[src/rtl/int_sync_crossing_sink_gateway.sv]
// Interrupt sync-crossing sink: resynchronizes source lines, runs per-source
// level/edge gateways, and exposes irq plus a claim/complete handshake.
//
// Ports:
//   clock, reset_n      - clock, async active-low reset
//   auto_in_sync        - async interrupt lines from the crossing source
//   src_enable/src_edge - per-source enable and edge(1)/level(0) mode
//   irq                 - registered OR of enabled pending sources
//   claim_valid         - claim request; response one cycle later
//   claim_resp_valid    - 1-cycle response strobe
//   claim_id            - granted id (index+1) or 0, held until next response
//   complete_valid/id   - completion of an in-service source
module int_sync_crossing_sink_gateway #(
  parameter int NUM_SRC     = 2,
  parameter int SYNC_STAGES = 3,
  parameter int ID_W        = 2
) (
  input  logic               clock,
  input  logic               reset_n,
  input  logic [NUM_SRC-1:0] auto_in_sync,
  input  logic [NUM_SRC-1:0] src_enable,
  input  logic [NUM_SRC-1:0] src_edge,
  output logic               irq,
  input  logic               claim_valid,
  output logic               claim_resp_valid,
  output logic [ID_W-1:0]    claim_id,
  input  logic               complete_valid,
  input  logic [ID_W-1:0]    complete_id
);

  typedef enum logic [1:0] {
    ST_IDLE,
    ST_PEND,
    ST_SVC
  } gw_state_e;

  logic [SYNC_STAGES-1:0][NUM_SRC-1:0] chain_q;
  logic [SYNC_STAGES-1:0][NUM_SRC-1:0] chain_d;
  logic [NUM_SRC-1:0] prev_q;
  logic [NUM_SRC-1:0] prev_d;
  logic [NUM_SRC-1:0] sync;
  logic [NUM_SRC-1:0] rise;
  logic [NUM_SRC-1:0] trig;
  logic [NUM_SRC-1:0] edge_hit;

  gw_state_e state_q [NUM_SRC];
  gw_state_e state_d [NUM_SRC];
  logic [NUM_SRC-1:0] repend_q;
  logic [NUM_SRC-1:0] repend_d;

  logic [NUM_SRC-1:0] elig;
  logic [NUM_SRC-1:0] grant;
  logic [NUM_SRC-1:0] cpl;
  logic [ID_W-1:0]    gid;

  logic            irq_q;
  logic            irq_d;
  logic            resp_q;
  logic            resp_d;
  logic [ID_W-1:0] id_q;
  logic [ID_W-1:0] id_d;

  always_comb begin
    chain_d    = chain_q;
    chain_d[0] = auto_in_sync;
    for (int k = 1; k < SYNC_STAGES; k++) begin
      chain_d[k] = chain_q[k-1];
    end
  end

  assign sync     = chain_q[SYNC_STAGES-1];
  assign prev_d   = sync;
  assign rise     = sync & ~prev_q;
  assign edge_hit = src_edge & rise;
  assign trig     = edge_hit | (~src_edge & sync);

  // Lowest eligible index wins: scan high to low so the last hit sticks.
  always_comb begin
    elig  = '0;
    grant = '0;
    gid   = '0;
    cpl   = '0;
    for (int i = 0; i < NUM_SRC; i++) begin
      elig[i] = (state_q[i] == ST_PEND) && src_enable[i];
      cpl[i]  = complete_valid && (complete_id == ID_W'(i + 1));
    end
    for (int i = NUM_SRC - 1; i >= 0; i--) begin
      if (claim_valid && elig[i]) begin
        grant    = '0;
        grant[i] = 1'b1;
        gid      = ID_W'(i + 1);
      end
    end
  end

  // A rise arriving in the completing cycle is folded into repend so
  // that an edge is never lost across the complete.
  always_comb begin
    for (int i = 0; i < NUM_SRC; i++) begin
      state_d[i]  = state_q[i];
      repend_d[i] = repend_q[i];
      unique case (state_q[i])
        ST_IDLE: begin
          if (trig[i]) state_d[i] = ST_PEND;
        end
        ST_PEND: begin
          if (grant[i]) begin
            state_d[i]  = ST_SVC;
            repend_d[i] = repend_q[i] | edge_hit[i];
          end
        end
        ST_SVC: begin
          if (cpl[i]) begin
            state_d[i]  = (repend_q[i] | edge_hit[i]) ? ST_PEND : ST_IDLE;
            repend_d[i] = 1'b0;
          end else begin
            repend_d[i] = repend_q[i] | edge_hit[i];
          end
        end
        default: begin
          state_d[i]  = ST_IDLE;
          repend_d[i] = 1'b0;
        end
      endcase
    end
  end

  always_comb begin
    irq_d  = |elig;
    resp_d = claim_valid;
    id_d   = claim_valid ? gid : id_q;
  end

  always_ff @(posedge clock or negedge reset_n) begin
    if (!reset_n) begin
      chain_q  <= '0;
      prev_q   <= '0;
      repend_q <= '0;
      irq_q    <= 1'b0;
      resp_q   <= 1'b0;
      id_q     <= '0;
      for (int i = 0; i < NUM_SRC; i++) begin
        state_q[i] <= ST_IDLE;
      end
    end else begin
      chain_q  <= chain_d;
      prev_q   <= prev_d;
      repend_q <= repend_d;
      irq_q    <= irq_d;
      resp_q   <= resp_d;
      id_q     <= id_d;
      for (int i = 0; i < NUM_SRC; i++) begin
        state_q[i] <= state_d[i];
      end
    end
  end

  assign irq              = irq_q;
  assign claim_resp_valid = resp_q;
  assign claim_id         = id_q;

endmodule

[config.mk]
export PLATFORM = sky130hd
export DESIGN_NAME = int_sync_crossing_sink_gateway
export DESIGN_NICKNAME = d
export VERILOG_FILES = /design/src/rtl/int_sync_crossing_sink_gateway.sv
export SDC_FILE = /design/constraint.sdc
export NUM_CORES = 1
export LEC_CHECK = 0
export ABC_AREA = 1
export CAP_MARGIN = 25
export CORE_MARGIN = 2
export CORE_UTILIZATION = 50
export CTS_CLUSTER_SIZE = 14
export DETAILED_ROUTE_END_ITERATION = 7
export PLACE_DENSITY = 0.74
export SYNTH_ARGS = -nofsm -noshare
export SYNTH_HDL_FRONTEND = slang
export SYNTH_SLANG_ARGS = --single-unit
export TNS_END_PERCENT = 50
[constraint.sdc]
create_clock -name clock -period 1.49 [get_ports clock]
set_input_delay 0.298 -clock clock [delete_from_list [all_inputs] [get_ports clock]]
set_output_delay 0.298 -clock clock [all_outputs]
set_load 0.02 [all_outputs]
==> flow_summary.ini <==
[synthesis]
synthFlopType = dfrtp_1
synth_edf_count = 0
syn_area_sq_um = 877
ys_seq_area_share_pct = 51.4
yosys.area.top_type_share_pct = 51.4
ys_async_sr_fraction_pct = 100
avgSynthCellArea_sq_um = 8.95
ys_warn_count = 0
synthesis.nets = 119
synthTopCellsByArea = dfrtp_1 51%, ha_1 13%, nand2_1 12%, inv_1 6.8%, o21ai_0 4.6%
synth_seq_cells = 18
yosysTopAreaCell = dfrtp_1
synthCells = 98
yosysMostFrequentCell = nand2_1
ys_types = 14
synth_common_cells = 29 x nand2_1, 18 x dfrtp_1, 16 x inv_1

[clock_tree]
cts_root_buf = clkbuf_4
insertion_delay_ns = 0.28
tritoncts = done
cts_sinks = 18
holdBufCountCts = 0
cts_buffers = 3
cts_htree_levels = 1
post-cts-setup-buffer-count = 0
clk_path_buf_depth = 2
clk_transition_reported_paths_ns = 0.10

[run_status]
status = completed

[die]
die_area_sq_um = 2100
io-pin-count = 16
die_y_um = 45.9
rows = 15
start_util_pct = 51.9
fp.coreArea_sq_um = 1690
die_w_um = 45.9

[critical_path]
max_stage_delay_ns = 0.42
crit_fanout = 4
crit_path_end_kind = flop
critPathLaunchType = flop
slowest_stage = dfrtp_1
crit_type = reg2reg
cp.arrival_ns = 1.57
cp.required_ns = 1.67
cp_cell_sequence = inv_1 > ha_4 > nand3_1 > nor2_2 > nor2_4 > o21ai_0 > nand2_1

[finish]
final_util_pct = 64.4
syn_to_final_growth_pct = 24.1
fin_nets = 140
drive_gt1_share_pct = 9.40
fin_area_sq_um = 1090
diodes = 0

[placed_design]
dp_hpwl_um = 1130
placed_cell_area_sq_um = 1060
portBuffers = 15
place_congestion = 0.785

[sta]
clock_skew_ns = 0.00240
period_minus_slack_ns = 1.40
rsz0062_at_grt = no
fin_setup_tns_ns = 0
setup_viol = 0
slew_headroom_pct = 85.1
hold_viol_final = 0
tightest_slew_ns = 0.221
fin_crit_sh_pct = 93.7
drv_slew = 0
max_freq_ghz = 0.716

[detailed_routing]
drt-initial-drc-count = 14
post_drt_wl_per_cell_um = 10.8
route.final.wire_length_um = 1450
drc_errors = 0
firstDrtPassIters = 4
via_per_inst = 4.78
postRouteAntennaNets = 0
vias = 640

[worst_hold_path]
hold_path.class = in2async

[pwr]
p_leak_nw = 0.562
p_per_area_nw_per_um2 = 1480
irDropWorstVdd_mv = 0.784

[grt]
antenna_found_initial = 0
grt_pass1_vias = 579
grt_pass1_wl_um = 2360
grt_use_total_pct = 16.1
grt_overflow_total = 0
grt_max_degree = 19

[job]
max_cap_viol_count = 0
logic make-up (layout without fill, tap and decap cells):
logic type	after synthesis	count (layout)	share of synthesized area (%)
compound gates	11	11	6.28
fa+ha+maj	9	9	12.8
buf+inv	16	35	6.85
flops	18	18	51.4
simple gates	44	44	22.7
flip-flops by register name, indices dropped and copies added, names as in the netlist:
signal	cells
chain_d	4
claim_id	2
claim_resp_valid	1
irq	1
prev_d	2
prev_q	2
repend_q	2
state_q	4
power breakdown:
part | leakage [nW] | switching (mW) | internal (mW) | total [mW]
clock | 0.0138 | 0.139 | 0.0937 | 0.233
combinational | 0.325 | 0.426 | 0.288 | 0.715
sequential | 0.223 | 0.0716 | 0.587 | 0.658
total | 0.562 | 0.637 | 0.969 | 1.61
timing repair:
action | CTS | global route
endpoints found under the hold margin | 0 | 0
endpoints found under the setup margin | 4 | 3
pin swaps | 0 | 1
resized for setup | 4 | 3
gates cloned | 0 | 0
placed cells by master, fill, tap and decap left out:
| cell type | n |
|---|---|
| nand2_1 | 29 |
| dfrtp_1 | 18 |
| inv_1 | 16 |
| clkdlybuf4s50_1 | 11 |
| o21ai_0 | 8 |
| ha_1 | 7 |
| nand3_1 | 6 |
| dlygate4sd2_1 | 4 |
| nor2_1 | 3 |
| clkbuf_4 | 3 |
| nor2_4 | 2 |
| a21oi_1 | 2 |
| nand2_2 | 1 |
| nand3b_1 | 1 |
| nor2_2 | 1 |
| o21ai_1 | 1 |
| or2_2 | 1 |
| ha_2 | 1 |
| ha_4 | 1 |
| buf_4 | 1 |
path summary, 6_finish.rpt:
path	start	end	slack, ns	cells past startpoint
max	state_q[1]$_DFFE_PN0P_	repend_q[1]$_DFFE_PN0P_	0.09	7
min	reset_n	state_q[3]$_DFFE_PN0P_	0.33	2
max reg2reg	state_q[1]$_DFFE_PN0P_	repend_q[1]$_DFFE_PN0P_	0.09	7
min reg2reg	chain_d[5]$_DFF_PN0_	prev_d[1]$_DFF_PN0_	0.36	0
max in group asynchronous	reset_n	prev_q[0]$_DFF_PN0_	0.97	2
min in group clock	chain_d[5]$_DFF_PN0_	prev_d[1]$_DFF_PN0_	0.36	0
final cells by class:
type                            instances  area (sq um)
Clock buffer                            3          22.5
Fill cell                             148           601
Inverter                               16          60.1
Multi-Input combinational cell         64           382
Sequential cell                        18           450
Tap cell                               17          21.3
Timing Repair Buffer                   16           153
layer usage:
| layer | part of all wire, % | GRT usage, % | routed length (um) | vias to the layer above |
|---|---|---|---|---|
| li1 | - | - | - | 340 |
| met1 | 48 | 21.2 | 697 | 286 |
| met2 | 47 | 25.3 | 676 | 12 |
| met3 | 4.1 | 3.57 | 60 | 2 |
| met4 | 0.76 | 6.86 | 11 | 0 |
| met5 | 0 | 0 | 0 | - |
critical path: cells and delay by family (launching register included):
family / cells / cell delay (ns)
AOI/OAI and AO/OA: 1 / 0.15
adders and majority gates: 1 / 0.18
buffers and inverters: 1 / 0.15
DFF: 1 / 0.42
and+or+nand+nor: 4 / 0.40
through the flow:
stage	power, mW	instances	hold slack (ns)	setup slack [ns]
finish	1.61	134	0.328	0.0932
global route	1.74	134	0.352	0.0121
CTS	1.59	134	0.329	0.0732
detailed placement	1.37	131	0.336	-0.00557
global placement	1.35	131	0.332	0.0427
floorplan	1.16	98	0.00241	0.225
Note: power is estimated with default switching activity, not from simulation.
